<file path="config.mk">
export PLATFORM = sky130hd
export DESIGN_NAME = mul_add_accum
export DESIGN_NICKNAME = d
export VERILOG_FILES = /design/src/rtl/mul_add_pkg.sv /design/src/rtl/sat_add.sv /design/src/rtl/mul_add_accum.sv
export SDC_FILE = /design/constraint.sdc
export NUM_CORES = 1
export LEC_CHECK = 0
export CAP_MARGIN = 30
export CORE_UTILIZATION = 31
export CTS_CLUSTER_SIZE = 16
export DETAILED_ROUTE_END_ITERATION = 6
export PLACE_DENSITY = 0.52
export SETUP_SLACK_MARGIN = 0.15
export SYNTH_ARGS = -nofsm -noshare
export SYNTH_HDL_FRONTEND = slang
export SYNTH_SLANG_ARGS = --single-unit
export TNS_END_PERCENT = 20
</file>
<file path="constraint.sdc">
create_clock -name clk -period 4.2 [get_ports clk]
set_input_delay 0.42 -clock clk [delete_from_list [all_inputs] [get_ports clk]]
set_output_delay 0.42 -clock clk [all_outputs]
set_load 0.03 [all_outputs]
</file>
<file path="src/rtl/mul_add_pkg.sv">
// Shared definitions for the mul-add block accumulator: default widths and FSM state encoding.
package mul_add_pkg;

    localparam int DATA_W = 8;
    localparam int ACC_W  = 16;

    typedef enum logic [1:0] {
        IDLE = 2'd0,
        ACC  = 2'd1,
        HOLD = 2'd2
    } state_t;

endpackage

</file>
<file path="src/rtl/sat_add.sv">
// Unsigned saturating adder; one spare bit catches the carry, which clamps the sum and raises ovf.
module sat_add #(
    parameter int W = 16
) (
    input  logic [W-1:0] a,
    input  logic [W-1:0] b,
    output logic [W-1:0] sum,
    output logic         ovf
);

    logic [W:0] wide;

    assign wide = {1'b0, a} + {1'b0, b};
    assign ovf  = wide[W];
    assign sum  = ovf ? {W{1'b1}} : wide[W-1:0];

endmodule

</file>
<file path="src/rtl/mul_add_accum.sv">
// Sums blocks of BLOCK_LEN unsigned product samples (or fewer on flush) and holds each
// saturated result on a valid/ready output until it is taken.
//
// state | meaning
// IDLE  | no partial block; next accepted sample starts a new block
// ACC   | partial block in progress, cnt >= 1
// HOLD  | result registered on out_*, input stalled until out_ready
module mul_add_accum #(
    parameter int BLOCK_LEN = 8,
    parameter int ACC_W     = mul_add_pkg::ACC_W
) (
    input  logic                          clk,
    input  logic                          rst,
    input  logic                          in_valid,
    output logic                          in_ready,
    input  logic [mul_add_pkg::DATA_W-1:0] in_data,
    input  logic                          flush,
    output logic                          out_valid,
    input  logic                          out_ready,
    output logic [ACC_W-1:0]              out_sum,
    output logic [7:0]                    out_count,
    output logic                          out_sat
);

    import mul_add_pkg::*;

    localparam logic [7:0] LEN = 8'(BLOCK_LEN);

    state_t           state;
    logic [ACC_W-1:0] acc;
    logic [7:0]       cnt;
    logic             sat;

    logic             xfer;
    logic             done;
    logic [ACC_W-1:0] data_ext;
    logic [ACC_W-1:0] add_sum;
    logic             add_ovf;
    logic [ACC_W-1:0] acc_nxt;
    logic [7:0]       cnt_nxt;
    logic             sat_nxt;

    assign in_ready = (state != HOLD);
    assign xfer     = in_valid && (state != HOLD);
    assign data_ext = ACC_W'(in_data);

    sat_add #(.W(ACC_W)) u_sat_add (
        .a   (acc),
        .b   (data_ext),
        .sum (add_sum),
        .ovf (add_ovf)
    );

    // Next block contents as they will stand after this edge; the result registers
    // load from these so a flushing or final sample is already included.
    always_comb begin
        acc_nxt = acc;
        cnt_nxt = cnt;
        sat_nxt = sat;
        if (xfer) begin
            if (state == IDLE) begin
                acc_nxt = data_ext;
                cnt_nxt = 8'd1;
                sat_nxt = 1'b0;
            end else begin
                acc_nxt = add_sum;
                cnt_nxt = cnt + 8'd1;
                sat_nxt = sat | add_ovf;
            end
        end
    end

    assign done = (xfer && (cnt_nxt == LEN)) || ((state == ACC) && flush);

    always_ff @(posedge clk or posedge rst) begin
        if (rst) begin
            state     <= IDLE;
            acc       <= '0;
            cnt       <= '0;
            sat       <= 1'b0;
            out_valid <= 1'b0;
            out_sum   <= '0;
            out_count <= '0;
            out_sat   <= 1'b0;
        end else begin
            case (state)
                IDLE, ACC: begin
                    acc <= acc_nxt;
                    cnt <= cnt_nxt;
                    sat <= sat_nxt;
                    if (done) begin
                        state     <= HOLD;
                        out_valid <= 1'b1;
                        out_sum   <= acc_nxt;
                        out_count <= cnt_nxt;
                        out_sat   <= sat_nxt;
                    end else if (xfer) begin
                        state <= ACC;
                    end
                end
                HOLD: begin
                    if (out_ready) begin
                        state     <= IDLE;
                        acc       <= '0;
                        cnt       <= '0;
                        sat       <= 1'b0;
                        out_valid <= 1'b0;
                        out_sum   <= '0;
                        out_count <= '0;
                        out_sat   <= 1'b0;
                    end
                end
                default: state <= IDLE;
            endcase
        end
    end

endmodule

</file>
==> flow_summary.ini <==
[grt]
antenna_found_initial = 0
gr-max-usage-layer = met2
grt_pass1_vias = 2750
grtUsageMet2_pct = 27.10
grt_first_pass_wirelength_um = 14810
grtUsageMet1_pct = 24.54
grt.met3_usage_pct = 3.008
overflow = 0
grt_usage_pct = 17.19
grt_max_degree = 32

[clock_tree]
clock_latency_ps = 310
root_buffer = clkbuf_8
cts_resized = 0
ctsHoldBuffers = 0
cts_tree = done
cts_buffers = 5
cts_setup_buffers = 0
clk_pin_slew_ps = 100
clock_path_buffers = 2
cts_sinks = 53
htreeDepth = 2

[yosys]
ys_top_cells_by_area = dfrtp_1 (41%), o21ai_0 (5.1%), nand2_1 (4.8%), a21oi_1 (3.6%), ha_1 (3.5%)
syn_avg_cell_area_um2 = 9.193
ys_seq_area_share_pct = 41.10
async_flop_share_pct = 100.0
yosys.area.top_type_share_pct = 41.10
synth_top_area_cell = dfrtp_1
yosys.cell_types.count = 56
yosysWarnings = 0
syn_nets = 374
syn_inst = 351
dominantRegCellSynth = dfrtp_1
synth_area_um2 = 3227
synth_edf_count = 0
ys_seq_elements = 53

[timing]
fin_crit_sh_pct = 69.62
finalHoldViolations = 0
fmax_mhz = 342.0
slew_headroom_pct = 44.45
finalSetupTns_ps = 0
rsz0062_at_grt = no
setup_viol = 0
worstMarginPinSlew_ps = 830.1
drv_slew = 0
worst_slack_ps = 1276
min_period_ps = 2924
skew_ps = 2.922

[route]
route.vias.total = 2839
drt_first_pass_iters = 4
viasPerCell = 5.481
ant_nets = 0
route.detailed.drc = 0
finalWirelength_um = 8911
drtIter0Drc = 165
wl_per_cell_um = 17.20

[worst_hold_path]
hp-class = input pin to asynchronous set/reset pin

[setup_path]
crit_fanout = 19
cpMaxStageDelayCell = dfrtp_1
crit_buf_inv = 1
critical_path_class = flop to flop
worstSetupStartpointType = flop
critPathCaptureType = flop
worst_ep_arrival_time_ps = 3130
slowest_delay_ps = 630
required_ps = 4410
cp_cell_sequence = nor2b_2 -> inv_1 -> a311oi_1 -> o221ai_1 -> a21oi_2 -> o211a_4 -> mux2_2
critPathTopFamily = compound AO/OA/AOI/OAI gates

[place]
place_ws_ps = 1215
portBuffers = 39
gp_congestion = 0.9244
placedCellCount = 510
dp_hpwl_um = 6346

[floorplan]
ios = 40
rows = 36
core_region_area_um2 = 9910
die_area_um2 = 10820
die-height_um = 104.0
start_util_pct = 32.56
die_width_um = 104.0

[final_layout]
fin_nets = 407
fin_util_pct = 38.76
final-instance-count-excl-fill = 518
n_fill_cell = 1059
syn2layout_area_growth_pct = 19.04
diodes = 0
drive_gt1_share_pct = 8.571

[job]
maxCapViolCount = 0

[pwr]
leakage_nw = 1.602
ir_drop_mv = 0.2892
power_density_nw_per_um2 = 641.1

[status]
run_status = finished clean
-- area by class of cell --
type	count	area (um^2)	area share, %
well taps	133	166.4	4.332
inverters	12	45.04	1.173
flip-flops and latches	53	1326	34.53
clock buffers	6	82.58	2.150
clock inverters	2	13.76	0.3583
multi-input cells	265	1753	45.64
repair buffers	47	454.2	11.82
-- state kept, by name, indices dropped and copies added, names as in the netlist --
| signal | flops |
|---|---|
| cnt | 8 |
| out_valid | 1 |
| out_sat | 1 |
| sat | 1 |
| out_sum | 16 |
| state | 2 |
| out_count | 8 |
| acc | 16 |
-- logic make-up (layout without fill, tap and decap cells) --
| kind of cell | after synthesis | count (layout) | synth area share, % |
|---|---|---|---|
| AO/OA/AOI/OAI | 128 | 128 | 26.79 |
| adder cells (fa/ha/maj) | 10 | 10 | 4.110 |
| XOR/XNOR | 9 | 9 | 2.443 |
| flip-flops | 53 | 53 | 41.10 |
| multiplexers | 16 | 16 | 5.661 |
| AND/OR/NAND/NOR | 102 | 102 | 15.32 |
| buffers and inverters | 33 | 67 | 4.575 |
-- stage by stage --
step                      power (mW)  hold WS [ps]  instance area, um^2
final                          2.463         441.3                 3841
after global routing           2.647         487.7                 3841
after CTS                      2.475         464.9                 3841
after detailed placement       2.149         472.4                 3745
after global placement         2.136         474.2                 3734
after floorplan                1.713         461.6                 3227
-- per-layer routing --
metal / vias up / part of all wire (%)
met3: 8 / 5.1
li1: 1374 / -
met2: 79 / 45
met4: 0 / 1.1
met1: 1378 / 49
met5: - / 0
-- report_power, final --
part	total (mW)	internal, mW	leakage [nW]	switching, mW
sequential	0.787	0.641	0.696	0.146
clock	0.319	0.134	0.0512	0.184
combinational	1.36	0.543	0.855	0.814
total	2.46	1.32	1.60	1.14
-- path summary, 6_finish.rpt --
| kind | start | to | slack (ps) | depth (start not counted) |
|---|---|---|---|---|
| max | state[0]$_DFFE_PP0P_ | out_sum[4]$_DFFE_PP0P_ | 1280 | 7 |
| min | rst | out_sum[6]$_DFFE_PP0P_ | 440 | 2 |
| max reg2reg | state[0]$_DFFE_PP0P_ | out_sum[4]$_DFFE_PP0P_ | 1280 | 7 |
| min reg2reg | out_sum[0]$_DFFE_PP0P_ | out_sum[0]$_DFFE_PP0P_ | 500 | 1 |
| max in group asynchronous | rst | acc[14]$_DFFE_PP0P_ | 2950 | 3 |
| min in group clk | out_sum[0]$_DFFE_PP0P_ | out_sum[0]$_DFFE_PP0P_ | 500 | 1 |
-- Yosys cell counts (5+ instances only) --
master / n
a211oi_1: 7
a21o_1: 8
a21oi_1: 23
a2bb2oi_1: 5
a31oi_1: 5
and3_1: 6
clkbuf_1: 13
dfrtp_1: 53
ha_1: 9
inv_1: 12
mux2_2: 6
mux2i_1: 7
nand2_1: 41
nand3_1: 10
nor2_1: 20
nor3_1: 5
o211ai_1: 7
o21ai_0: 33
o2bb2ai_1: 12
xnor2_1: 5
-- placed cells by master, fill, tap and decap left out, drive strengths merged, types with 3 or more instances in the layout --
| master | synthesis | final |
|---|---|---|
| nand2 | 41 | 41 |
| mux2i | 7 | 7 |
| nor2 | 20 | 20 |
| nand3 | 10 | 10 |
| and3 | 6 | 6 |
| inv | 12 | 12 |
| o21a | 3 | 3 |
| clkbuf | 13 | 6 |
| o21ai | 33 | 33 |
| o221ai | 4 | 4 |
| a2bb2oi | 5 | 5 |
| ha | 9 | 9 |
| dfrtp | 53 | 53 |
| o211ai | 7 | 7 |
| a21boi | 3 | 3 |
| a31oi | 5 | 5 |
| mux2 | 9 | 9 |
| a21oi | 24 | 24 |
| a221oi | 3 | 3 |
| nor3 | 5 | 5 |
| xnor2 | 5 | 5 |
| o2bb2ai | 12 | 12 |
| xor2 | 4 | 4 |
| a21o | 8 | 8 |
| nor2b | 3 | 3 |
| a211oi | 7 | 7 |
| nand4 | 4 | 4 |
| buf | 8 | 8 |
| clkdlybuf4s50 | 0 | 39 |
Note: power is estimated with default switching activity, not from simulation.
